`config.mk`:
```
export PLATFORM = sky130hd
export DESIGN_NAME = cdb_arbiter_flat
export DESIGN_NICKNAME = d
export VERILOG_FILES = /design/src/rtl/cdb_arbiter_if.sv /design/src/rtl/cdb_arbiter.sv /design/src/flat_wrapper.sv
export SDC_FILE = /design/constraint.sdc
export NUM_CORES = 1
export LEC_CHECK = 0
export CORE_MARGIN = 3
export CORE_UTILIZATION = 45
export DETAILED_ROUTE_END_ITERATION = 16
export GPL_TIMING_DRIVEN = 0
export PLACE_DENSITY = 0.69
export REMOVE_ABC_BUFFERS = 1
export SLEW_MARGIN = 15
export SYNTH_ARGS = -nofsm -noshare
export SYNTH_HDL_FRONTEND = slang
export SYNTH_SLANG_ARGS = --single-unit
```
`constraint.sdc`:
```
create_clock -name clk -period 5.4 [get_ports clk]
set_input_delay 1.08 -clock clk [delete_from_list [all_inputs] [get_ports clk]]
set_output_delay 1.08 -clock clk [all_outputs]
set_load 0.1 [all_outputs]
```
`src/rtl/cdb_arbiter_if.sv`:
```
`default_nettype none
// ============================================================================
// Module   : cdb_arbiter_if
// Brief    : Requester-side push bus and common-data-bus broadcast bundle for
//            the CDB arbiter. The master side is the requesters/consumer, and
//            the slave side is the arbiter.
// Revision : 1.0 - initial release
// ============================================================================
interface cdb_arbiter_if #(
   parameter int NUM_REQ = 3,
   parameter int TAG_W   = 3,
   parameter int DATA_W  = 32
);
   logic                        flush;
   logic [NUM_REQ-1:0]          req_valid;
   logic [NUM_REQ*TAG_W-1:0]    req_tag;
   logic [NUM_REQ*DATA_W-1:0]   req_value;
   logic [NUM_REQ-1:0]          req_ready;
   logic                        cdb_hold;
   logic                        cdb_valid;
   logic [TAG_W-1:0]            cdb_tag;
   logic [DATA_W-1:0]           cdb_value;
   logic [1:0]                  cdb_src;
   logic                        overflow;

   modport master (
      output flush, req_valid, req_tag, req_value, cdb_hold,
      input  req_ready, cdb_valid, cdb_tag, cdb_value, cdb_src, overflow
   );

   modport slave (
      input  flush, req_valid, req_tag, req_value, cdb_hold,
      output req_ready, cdb_valid, cdb_tag, cdb_value, cdb_src, overflow
   );
endinterface
`default_nettype wire

```
`src/rtl/cdb_arbiter.sv`:
```
`default_nettype none
// ============================================================================
// Module   : cdb_arbiter
// Brief    : Per-requester result FIFOs feeding a round-robin arbiter that
//            drives one registered common-data-bus broadcast per cycle.
//            Flush drops every queued result; hold freezes the broadcast.
// Revision : 1.0 - initial release
// ============================================================================
module cdb_arbiter #(
   parameter int NUM_REQ    = 3,
   parameter int TAG_W      = 3,
   parameter int DATA_W     = 32,
   parameter int FIFO_DEPTH = 2
) (
   input  wire logic      clk,
   input  wire logic      rst,
   cdb_arbiter_if.slave   bus
);

   localparam int c_IDX_W = (NUM_REQ > 1) ? $clog2(NUM_REQ) : 1;
   localparam int c_PTR_W = $clog2(FIFO_DEPTH);
   localparam int c_CNT_W = $clog2(FIFO_DEPTH + 1);
   localparam int c_ENT_W = TAG_W + DATA_W;

   logic [NUM_REQ-1:0]  w_ready;
   logic [NUM_REQ-1:0]  w_tag_nz;
   logic [NUM_REQ-1:0]  w_push;
   logic [NUM_REQ-1:0]  w_pop;
   logic [NUM_REQ-1:0]  w_nonempty;
   logic [c_ENT_W-1:0]  w_head [NUM_REQ];

   logic                w_any;
   logic [c_IDX_W-1:0]  w_grant;
   logic [c_IDX_W:0]    w_cand;
   logic [c_IDX_W-1:0]  w_cand_idx;
   logic [c_ENT_W-1:0]  w_win;
   logic                w_ovf_evt;

   logic                r_cdb_valid;
   logic [TAG_W-1:0]    r_cdb_tag;
   logic [DATA_W-1:0]   r_cdb_value;
   logic [1:0]          r_cdb_src;
   logic [c_IDX_W-1:0]  r_last_grant;
   logic                r_overflow;

   // One FIFO per requester. Ready reflects the count before this edge's pop,
   // so a full FIFO never gets same-cycle credit from its own pop.
   for (genvar i = 0; i < NUM_REQ; i++) begin : g_req
      logic [c_ENT_W-1:0] r_mem [FIFO_DEPTH];
      logic [c_PTR_W-1:0] r_wptr;
      logic [c_PTR_W-1:0] r_rptr;
      logic [c_CNT_W-1:0] r_count;

      assign w_tag_nz[i]   = |bus.req_tag[i*TAG_W +: TAG_W];
      assign w_ready[i]    = (r_count < c_CNT_W'(FIFO_DEPTH));
      assign w_nonempty[i] = (r_count != '0);
      assign w_push[i]     = bus.req_valid[i] & w_ready[i] & w_tag_nz[i] & ~bus.flush;
      assign w_pop[i]      = w_any & ~bus.flush & ~bus.cdb_hold & (w_grant == c_IDX_W'(i));
      assign w_head[i]     = r_mem[r_rptr];

      // Entry storage; contents are don't-care while the slot is unoccupied.
      always_ff @(posedge clk) begin
         if (w_push[i]) begin
            r_mem[r_wptr] <= {bus.req_tag[i*TAG_W +: TAG_W], bus.req_value[i*DATA_W +: DATA_W]};
         end
      end

      // Pointer and occupancy tracking; power-of-two depth lets pointers wrap naturally.
      always_ff @(posedge clk or posedge rst) begin
         if (rst) begin
            r_wptr  <= '0;
            r_rptr  <= '0;
            r_count <= '0;
         end else if (bus.flush) begin
            r_wptr  <= '0;
            r_rptr  <= '0;
            r_count <= '0;
         end else begin
            if (w_push[i]) r_wptr <= r_wptr + 1'b1;
            if (w_pop[i])  r_rptr <= r_rptr + 1'b1;
            case ({w_push[i], w_pop[i]})
               2'b10:   r_count <= r_count + 1'b1;
               2'b01:   r_count <= r_count - 1'b1;
               default: r_count <= r_count;
            endcase
         end
      end
   end

   // Round-robin search starting just after the last granted requester.
   always_comb begin
      w_any      = 1'b0;
      w_grant    = r_last_grant;
      w_cand     = '0;
      w_cand_idx = '0;
      for (int k = 0; k < NUM_REQ; k++) begin
         w_cand = {1'b0, r_last_grant} + (c_IDX_W + 1)'(k + 1);
         if (w_cand >= (c_IDX_W + 1)'(NUM_REQ)) begin
            w_cand = w_cand - (c_IDX_W + 1)'(NUM_REQ);
         end
         w_cand_idx = w_cand[c_IDX_W-1:0];
         if (!w_any && w_nonempty[w_cand_idx]) begin
            w_any   = 1'b1;
            w_grant = w_cand_idx;
         end
      end
   end

   assign w_win     = w_head[w_grant];
   assign w_ovf_evt = |(bus.req_valid & ~w_ready & w_tag_nz);

   // Registered broadcast: flush kills it, hold freezes it, otherwise load the winner.
   always_ff @(posedge clk or posedge rst) begin
      if (rst) begin
         r_cdb_valid  <= 1'b0;
         r_cdb_tag    <= '0;
         r_cdb_value  <= '0;
         r_cdb_src    <= '0;
         r_last_grant <= c_IDX_W'(NUM_REQ - 1);
      end else if (bus.flush) begin
         r_cdb_valid  <= 1'b0;
      end else if (!bus.cdb_hold) begin
         if (w_any) begin
            r_cdb_valid  <= 1'b1;
            r_cdb_tag    <= w_win[c_ENT_W-1 -: TAG_W];
            r_cdb_value  <= w_win[DATA_W-1:0];
            r_cdb_src    <= 2'(w_grant);
            r_last_grant <= w_grant;
         end else begin
            r_cdb_valid  <= 1'b0;
         end
      end
   end

   // Sticky flag for any tagged push that arrived while its FIFO was full.
   always_ff @(posedge clk or posedge rst) begin
      if (rst) begin
         r_overflow <= 1'b0;
      end else if (!bus.flush && w_ovf_evt) begin
         r_overflow <= 1'b1;
      end
   end

   assign bus.req_ready = w_ready;
   assign bus.cdb_valid = r_cdb_valid;
   assign bus.cdb_tag   = r_cdb_tag;
   assign bus.cdb_value = r_cdb_value;
   assign bus.cdb_src   = r_cdb_src;
   assign bus.overflow  = r_overflow;

endmodule
`default_nettype wire

```
`src/flat_wrapper.sv`:
```
// flat-port wrapper written by rule: the top's interface ports become plain ports
module cdb_arbiter_flat 
#(
   parameter int NUM_REQ    = 3,
   parameter int TAG_W      = 3,
   parameter int DATA_W     = 32,
   parameter int FIFO_DEPTH = 2
)
  (clk, rst, bus_flush, bus_req_valid, bus_req_tag, bus_req_value, bus_cdb_hold, bus_req_ready, bus_cdb_valid, bus_cdb_tag, bus_cdb_value, bus_cdb_src, bus_overflow);
  cdb_arbiter_if #(.NUM_REQ(NUM_REQ), .TAG_W(TAG_W), .DATA_W(DATA_W)) bus_i ();
  input  wire logic clk;
  input  wire logic rst;
  input wire logic [$bits(bus_i.flush)-1:0] bus_flush;
  input wire logic [$bits(bus_i.req_valid)-1:0] bus_req_valid;
  input wire logic [$bits(bus_i.req_tag)-1:0] bus_req_tag;
  input wire logic [$bits(bus_i.req_value)-1:0] bus_req_value;
  input wire logic [$bits(bus_i.cdb_hold)-1:0] bus_cdb_hold;
  output wire logic [$bits(bus_i.req_ready)-1:0] bus_req_ready;
  output wire logic [$bits(bus_i.cdb_valid)-1:0] bus_cdb_valid;
  output wire logic [$bits(bus_i.cdb_tag)-1:0] bus_cdb_tag;
  output wire logic [$bits(bus_i.cdb_value)-1:0] bus_cdb_value;
  output wire logic [$bits(bus_i.cdb_src)-1:0] bus_cdb_src;
  output wire logic [$bits(bus_i.overflow)-1:0] bus_overflow;
  assign bus_i.flush = bus_flush;
  assign bus_i.req_valid = bus_req_valid;
  assign bus_i.req_tag = bus_req_tag;
  assign bus_i.req_value = bus_req_value;
  assign bus_i.cdb_hold = bus_cdb_hold;
  assign bus_req_ready = bus_i.req_ready;
  assign bus_cdb_valid = bus_i.cdb_valid;
  assign bus_cdb_tag = bus_i.cdb_tag;
  assign bus_cdb_value = bus_i.cdb_value;
  assign bus_cdb_src = bus_i.cdb_src;
  assign bus_overflow = bus_i.overflow;
  cdb_arbiter #(.NUM_REQ(NUM_REQ), .TAG_W(TAG_W), .DATA_W(DATA_W), .FIFO_DEPTH(FIFO_DEPTH)) u_core (.clk(clk), .rst(rst), .bus(bus_i));
endmodule
```
==> Word level (Yosys, flattened, before mapping) <==
Memories as Yosys holds them, arrays and structs flattened.
Index checks and enable logic that the tools add are counted.
{ "totals": {"memories": 3, "wordCells": 144, "ramBits": 210, "register_bits": 53, "out_inout_bits": 42} }
{ "classes": {"mux": 45, "eq_ne": 9, "reduce_logical": 24, "n_bitwise": 20, "addsub": 18, "magnitude_cmp": 10} }
{ "memory_table": {"columns": ["name", "depth", "width", "rd", "rd_ports_with_merged_regs", "wr", "line", "rtl"], "rows": [
  ["u_core.g_req[0].r_mem", 2, 35, 1, 0, 1, "cdb_arbiter.sv:49", "logic [c_ENT_W-1:0] r_mem [FIFO_DEPTH];"],
  ["u_core.g_req[1].r_mem", 2, 35, 1, 0, 1, "cdb_arbiter.sv:49", null],
  ["u_core.g_req[2].r_mem", 2, 35, 1, 0, 1, "cdb_arbiter.sv:49", null]
]} }
{ "ops": {"columns": ["cell", "count"], "rows": [
  ["$bmux W35 S2", 1],
  ["$mux W35", 2],
  ["$mux W1", 27],
  ["$mux W2", 9],
  ["$reduce_bool A2 Y1", 9],
  ["$and A1 B1 Y1", 14],
  ["$pmux W2 S2", 3],
  ["$reduce_or A3 Y1", 4],
  ["$ge A3 B2 Y1 const B", 3],
  ["$lt A2 B3 Y1 const B", 3],
  ["$reduce_bool A3 Y1", 3],
  ["$eq A2 B1 Y1 const B", 4],
  ["$eq A2 B2 Y1 const B", 4],
  ["$add A1 B1 Y1 const B", 6],
  ["$add A2 B1 Y2 const B", 3],
  ["$add A2 B2 Y3 const B", 2],
  ["$and A3 B3 Y3", 2],
  ["$bmux W1 S2", 3],
  ["$lt A2 B2 Y1 const B", 3],
  ["$sub A2 B1 Y2 const B", 3],
  ["$sub A2 B2 Y2 const B", 3],
  ["$add A2 B1 Y3 const B", 1],
  ["$ge A3 B3 Y1 const B", 1],
  ["$logic_and A1 B1 Y1", 3],
  ["other kinds (7)", 10]
]} }

==> Longest topological paths before layout <==
{ "logic_depth": {"depth_word": 18, "mapped_depth": 10, "depth_no_buf": 8} }

==> Worst setup path after synthesis <==
OpenSTA, ideal clock, no wires.
{ "synth_path": {"path_kind": "input-to-reg", "startpoint": "input port bus_flush", "endpoint": "memory u_core.g_req[1].r_mem[1][0] (netlist bit), enable pin", "path_buffers": 1, "setup_ps": 527, "t_arrival_ps": 5020, "path_stages": 2, "t_required_ps": 4873, "slack_ps": -147, "path_cell_list": "clkbuf_1 -> nor4b_1"} }
{ "synth_via": {"elab_chain_cells": 4} }
{ "synth_lines": {"columns": ["element", "line", "rtl"], "rows": [
  ["start: declaration", "flat_wrapper.sv:13", "input wire logic [$bits(bus_i.flush)-1:0] bus_flush;"],
  ["$not A1 Y1 (no line)", null, null],
  ["$and A1 B1 Y1", "cdb_arbiter.sv:57", "assign w_push[i] = bus.req_valid[i] & w_ready[i] & w_tag_nz[i] & ~bus.flush;"],
  ["$mux W1", "cdb_arbiter.sv:63", "if (w_push[i]) begin"],
  ["$mux W1 (implied by the code)", "cdb_arbiter.sv:64", "r_mem[r_wptr] <= {bus.req_tag[i*TAG_W +: TAG_W], bus.req_value[i*DATA_W +: DATA_W]};"],
  ["end: declaration", "cdb_arbiter.sv:49", null]
]} }
No other way between the ends.

==> Worst setup path in the final report <==
{ "layout_path": {"startpoint": "register u_core.r_last_grant[0]", "endpoint": "register u_core.r_cdb_value[20], in the netlist u_core.bus.cdb_value[20]"} }
{ "layout_via": {"elab_chain_cells": 16, "elab_cells_between_ends": 33, "cone_classes": "6 x add/sub; 3 x order compare; 18 x mux; 1 x bitwise; 5 x reduce/logical"} }
{ "layout_lines": {"columns": ["element", "line", "rtl"], "rows": [
  ["start: declaration", "cdb_arbiter.sv:43", "logic [c_IDX_W-1:0] r_last_grant;"],
  ["start signal: assignment", "cdb_arbiter.sv:119", "r_last_grant <= c_IDX_W'(NUM_REQ - 1);"],
  ["start signal: assignment", "cdb_arbiter.sv:128", "r_last_grant <= w_grant;"],
  ["$add A2 B1 Y3", "cdb_arbiter.sv:97", "w_cand = {1'b0, r_last_grant} + (c_IDX_W + 1)'(k + 1);"],
  ["$ge A3 B2 Y1 / $sub A2 B2 Y2 (equally long branches)", "cdb_arbiter.sv:98, cdb_arbiter.sv:99", null],
  ["$mux W2", "cdb_arbiter.sv:98", "if (w_cand >= (c_IDX_W + 1)'(NUM_REQ)) begin"],
  ["$bmux W1 S2", "cdb_arbiter.sv:102", "if (!w_any && w_nonempty[w_cand_idx]) begin"],
  ["$mux W1 (implied by the code)", "cdb_arbiter.sv:102", null],
  ["$mux W1", "cdb_arbiter.sv:102", null],
  ["$logic_not A1 Y1", "cdb_arbiter.sv:102", null],
  ["$logic_and A1 B1 Y1", "cdb_arbiter.sv:102", null],
  ["$mux W1", "cdb_arbiter.sv:102", null],
  ["$logic_not A1 Y1", "cdb_arbiter.sv:102", null],
  ["$logic_and A1 B1 Y1", "cdb_arbiter.sv:102", null],
  ["$mux W2", "cdb_arbiter.sv:102", null],
  ["$not A2 Y3 (implied by the code)", "cdb_arbiter.sv:109", "assign w_win = w_head[w_grant];"],
  ["$bmux W35 S2", "cdb_arbiter.sv:109", null],
  ["$mux W35 (implied by the code) (2 in a row)", "cdb_arbiter.sv:109", null],
  ["end signal: assignment", "cdb_arbiter.sv:126", "r_cdb_value <= w_win[DATA_W-1:0];"],
  ["end: declaration", "cdb_arbiter.sv:41", "logic [DATA_W-1:0] r_cdb_value;"]
]} }
Several ways; a longest one is shown, not always the timed one. The select of a mux whose other input is x is not followed.
A chain may end at the register's enable or synchronous reset.

==> reports/qor.tcl <==
set qor(synth.lib_cells_used.distinct) 56
set qor(finalClockSkew_ps) 10.33
set qor(worst_setup_path_start_kind) {flip-flop}
set qor(grt-ovfl-total) 0
set qor(std_cell_rows) 55
set qor(coreArea_um2) 22920
set qor(tightest_slew_ps) 1037
set qor(worst-r2r-cell-count) 7
set qor(power_leakage_nw) 4.674
set qor(synth-seq-area-share_pct) 71.52
set qor(design.die.area_um2) 25520
set qor(ioPinCount) 154
set qor(gate_family_responsible_for_the_most_delay_along_the_worst_path) {compound AO/OA/AOI/OAI gates}
set qor(die-width_um) 159.8
set qor(hold-path-cell-count) 1
set qor(status) {finished, final reports clean}
set qor(synthesis.area_um2) 10640
set qor(number_of_buffers_inserted_by_port_buffering) 153
set qor(yosys_register_bits) 262
set qor(max-slew-margin-rel_pct) 30.64
set qor(cts.clk_slew.worst_paths_ps) 60
set qor(yosys_warnings) 0
set qor(synthFlopType) {sky130_fd_sc_hd__edfxtp_1}
set qor(route.detailed.vias_per_inst) 5.324
set qor(n_fill_cell) 1680
set qor(layout-area-overhead-vs-synth_pct) 28.60
set qor(crit-reg2reg-capture) {u_core.bus.cdb_value[20]$_DFFE_PP0P_}
set qor(global_route_wire_length_before_repair_um) 37940
set qor(achievable_frequency_mhz) 271.0
set qor(drtPass1Iterations) 5
set qor(final_common_cell) {sky130_fd_sc_hd__edfxtp_1}
set qor(cts_setup_buffers) 0
set qor(multiInputGateArea_um2) 2820
set qor(start_util_pct) 46.42
set qor(critical_path.endpoint_type) {flip-flop}
set qor(critPathKind) {flip-flop to flip-flop}
set qor(globalplace.congestion) 0.7480
set qor(clkSinkCount) 262
set qor(ctsHtreeMaxLevel) 1
set qor(ant_cells) 0
set qor(final_setup_violating_endpoints) 0
set qor(tritoncts.num_buffers) 28
set qor(slew_viol_final) 0
set qor(grt_pass1_vias) 6841
set qor(dieHeight_um) 159.8
set qor(vdd.ir_drop.worst_uv) 438.3
set qor(power_density_nw_per_um2) 628.5
set qor(initial_detailed_routing_violation_count) 436
set qor(cts_buffer_depth) 3
set qor(hold-worst-slack_ps) 476.7
set qor(ctsHoldBuffers) 0
set qor(arrival_ps) 4060
set qor(finalWirelength_um) 24240
set qor(routed_wire_length_per_instance_um) 21.29
set qor(worstSkewPairLatency_ps) 530
set qor(layout-drive-gt1-share_pct) 16.34
set qor(setup.reg_to_reg.worst_slack_ps) 1710
set qor(grt_setup_unrepaired) {no}
set qor(crit_path_cell_trace) {inv_1, ha_1, nor3b_2, o31ai_2, o31ai_4, nand2b_4, o221ai_1}
set qor(max-cap-violations) 0
set qor(r2r-start) {u_core.r_last_grant[0]$_DFFE_PP0P_}
set qor(min-delay-path-class) {flip-flop to flip-flop}
set qor(fin_nets) 920
set qor(max_stage_delay_ps) 760
set qor(holdPathEnd) {u_core.bus.overflow$_DFFE_PP0P_}
set qor(dr_total_vias) 6064
set qor(grtUsageTotal_pct) 19.03
set qor(grt_antenna_before_repair) 0
set qor(syn_inst) 617
set qor(crit_path_top_delay_cell) {sky130_fd_sc_hd__o31ai_4}
set qor(post_synth.cell_area_avg_um2) 17.24
set qor(post-route-cell-area_um2) 13680
set qor(ff_latch_area_um2) 7617
set qor(hpwlAfterDp_um) 16970
set qor(critPathMaxFanout) 38
set qor(ctsResizeCount) 0
set qor(most-common-layout-cells) {sky130_fd_sc_hd__edfxtp_1 (210), sky130_fd_sc_hd__clkdlybuf4s50_1 (153), sky130_fd_sc_hd__mux2i_1 (106)}
set qor(hold_viol) 0
set qor(async_reset_ff_share_pct) 19.85
set qor(tritoncts) {yes}
set qor(worst_hold_start) {u_core.bus.overflow$_DFFE_PP0P_}
set qor(finalCriticalPeriod_ps) 3690
set qor(drc) 0
set qor(clock-root-buffer) {sky130_fd_sc_hd__clkbuf_16}
set qor(grt_max_degree) 39
set qor(worst_ep_required_time_ps) 5770
set qor(dpl_cell_area_um2) 12780
set qor(critPathBufInv) 1
set qor(post_synth_edffs) 210
set qor(period_share_pct) 68.33
set qor(drt.antenna.violating_nets) 0
==> per-layer routing <==
metal	up-vias	wire length [um]	global-route usage, %
li1	2778	-	-
met1	3051	9997	24.10
met3	50	1269	3.191
met5	-	0	0
met4	0	563	5.651
met2	185	12410	33.72
==> area by class of cell <==
cell class | count | share of cell area [%]
clock buffers | 34 | 5.433
clock inverters | 18 | 1.134
inverters | 10 | 0.2927
multi-input cells | 308 | 20.61
flip-flops and latches | 262 | 55.68
well taps | 313 | 2.863
repair buffers | 194 | 13.98
==> state kept, by name (all words and copies together) (netlist names) <==
signal and cells:
u_core.bus.cdb_tag 3, u_core.g_req.r_count 6, u_core.bus.cdb_value 32, u_core.bus.overflow 1
u_core.bus.cdb_valid 1, u_core.g_req.r_wptr 3, u_core.bus.cdb_src 1, u_core.g_req.r_rptr 3
u_core.g_req.r_mem 210, u_core.r_last_grant 2
==> worst reg2reg max path: stages, from the launching register on <==
cell	delay (ps)
sky130_fd_sc_hd__dfrtp_1	530
sky130_fd_sc_hd__inv_1	150
sky130_fd_sc_hd__ha_1	590
sky130_fd_sc_hd__nor3b_2	310
sky130_fd_sc_hd__o31ai_2	150
sky130_fd_sc_hd__o31ai_4	770
sky130_fd_sc_hd__nand2b_4	750
sky130_fd_sc_hd__o221ai_1	270
==> worst max-delay path by stage <==
stage | end | cells past startpoint | from | slack, ps
final | u_core.bus.cdb_value[20]$_DFFE_PP0P_ | 7 | u_core.r_last_grant[0]$_DFFE_PP0P_ | 1710
after global routing | u_core.g_req[2].r_count[1]$_DFFE_PP0P_ | 8 | u_core.r_last_grant[0]$_DFFE_PP0P_ | 1430
after CTS | u_core.bus.cdb_value[20]$_DFFE_PP0P_ | 7 | u_core.r_last_grant[0]$_DFFE_PP0P_ | 1710
after detailed placement | u_core.g_req[1].r_mem[1][29]$_DFFE_PP_ | 5 | bus_flush | 1320
after global placement | u_core.g_req[0].r_mem[1][29]$_DFFE_PP_ | 2 | bus_flush | -4100
after floorplan | u_core.g_req[0].r_mem[1][0]$_DFFE_PP_ | 2 | bus_req_tag[1] | -20
==> synthesized netlist by cell type, types with 2 or more instances <==
library cell,n,share of area (%)
sky130_fd_sc_hd__nor4b_1,2,0.16
sky130_fd_sc_hd__o211ai_2,2,0.24
sky130_fd_sc_hd__o31ai_1,6,0.42
sky130_fd_sc_hd__or3_1,2,0.12
sky130_fd_sc_hd__mux2_1,35,3.7
sky130_fd_sc_hd__edfxtp_1,210,59
sky130_fd_sc_hd__nand2b_1,3,0.18
sky130_fd_sc_hd__nor3_2,2,0.19
sky130_fd_sc_hd__o221ai_1,17,1.4
sky130_fd_sc_hd__nor2_1,14,0.49
sky130_fd_sc_hd__buf_4,12,0.85
sky130_fd_sc_hd__o221ai_2,20,2.8
sky130_fd_sc_hd__nand2_1,40,1.4
sky130_fd_sc_hd__ha_1,4,0.47
sky130_fd_sc_hd__clkbuf_1,13,0.46
sky130_fd_sc_hd__buf_1,2,0.071
sky130_fd_sc_hd__a21boi_1,2,0.14
sky130_fd_sc_hd__mux2i_1,106,10
sky130_fd_sc_hd__a21oi_1,5,0.24
sky130_fd_sc_hd__inv_1,10,0.35
sky130_fd_sc_hd__o21ai_1,4,0.19
sky130_fd_sc_hd__dfrtp_1,51,12
sky130_fd_sc_hd__xor2_1,3,0.25
sky130_fd_sc_hd__buf_2,6,0.28
sky130_fd_sc_hd__xnor2_1,7,0.58
sky130_fd_sc_hd__buf_6,4,0.42
sky130_fd_sc_hd__nor4_1,3,0.18
sky130_fd_sc_hd__nor3_1,4,0.19
==> stage by stage <==
| step | total power [W] | utilization [%] | setup TNS (ps) | cells | setup WS, ps |
|---|---|---|---|---|---|
| after floorplan | 0.005568 | - | -1408 | 580 | -24.93 |
| after global placement | 0.006525 | 53.85 | -675830 | 1046 | -4099 |
| after detailed placement | 0.006837 | 55.78 | 0 | 1087 | 1323 |
| after CTS | 0.008685 | 59.70 | 0 | 1139 | 1713 |
| after global routing | 0.009000 | 59.70 | 0 | 1139 | 1432 |
| final | 0.008598 | 59.70 | 0 | 1139 | 1710 |
==> cell families (layout without fill, tap and decap cells) <==
logic type / Yosys count / count (layout) / share of synthesized area, %
simple gates: 79 / 79 / 3.599
buf+inv: 47 / 256 / 2.435
compound gates: 73 / 73 / 7.363
flops: 262 / 262 / 71.52
mux: 142 / 142 / 13.79
fa+ha+maj: 4 / 4 / 0.4705
xor+xnor: 10 / 10 / 0.8234
==> report_power, final <==
| part | leakage (nW) | internal, W | total (W) | switching (W) |
|---|---|---|---|---|
| Sequential | 2.56 | 0.00252 | 0.00289 | 0.000362 |
| Combinational | 1.67 | 0.00145 | 0.00388 | 0.00242 |
| Clock | 0.441 | 0.00108 | 0.00183 | 0.000759 |
| Total | 4.67 | 0.00505 | 0.00860 | 0.00355 |
Power figures use the tool's default switching activity.
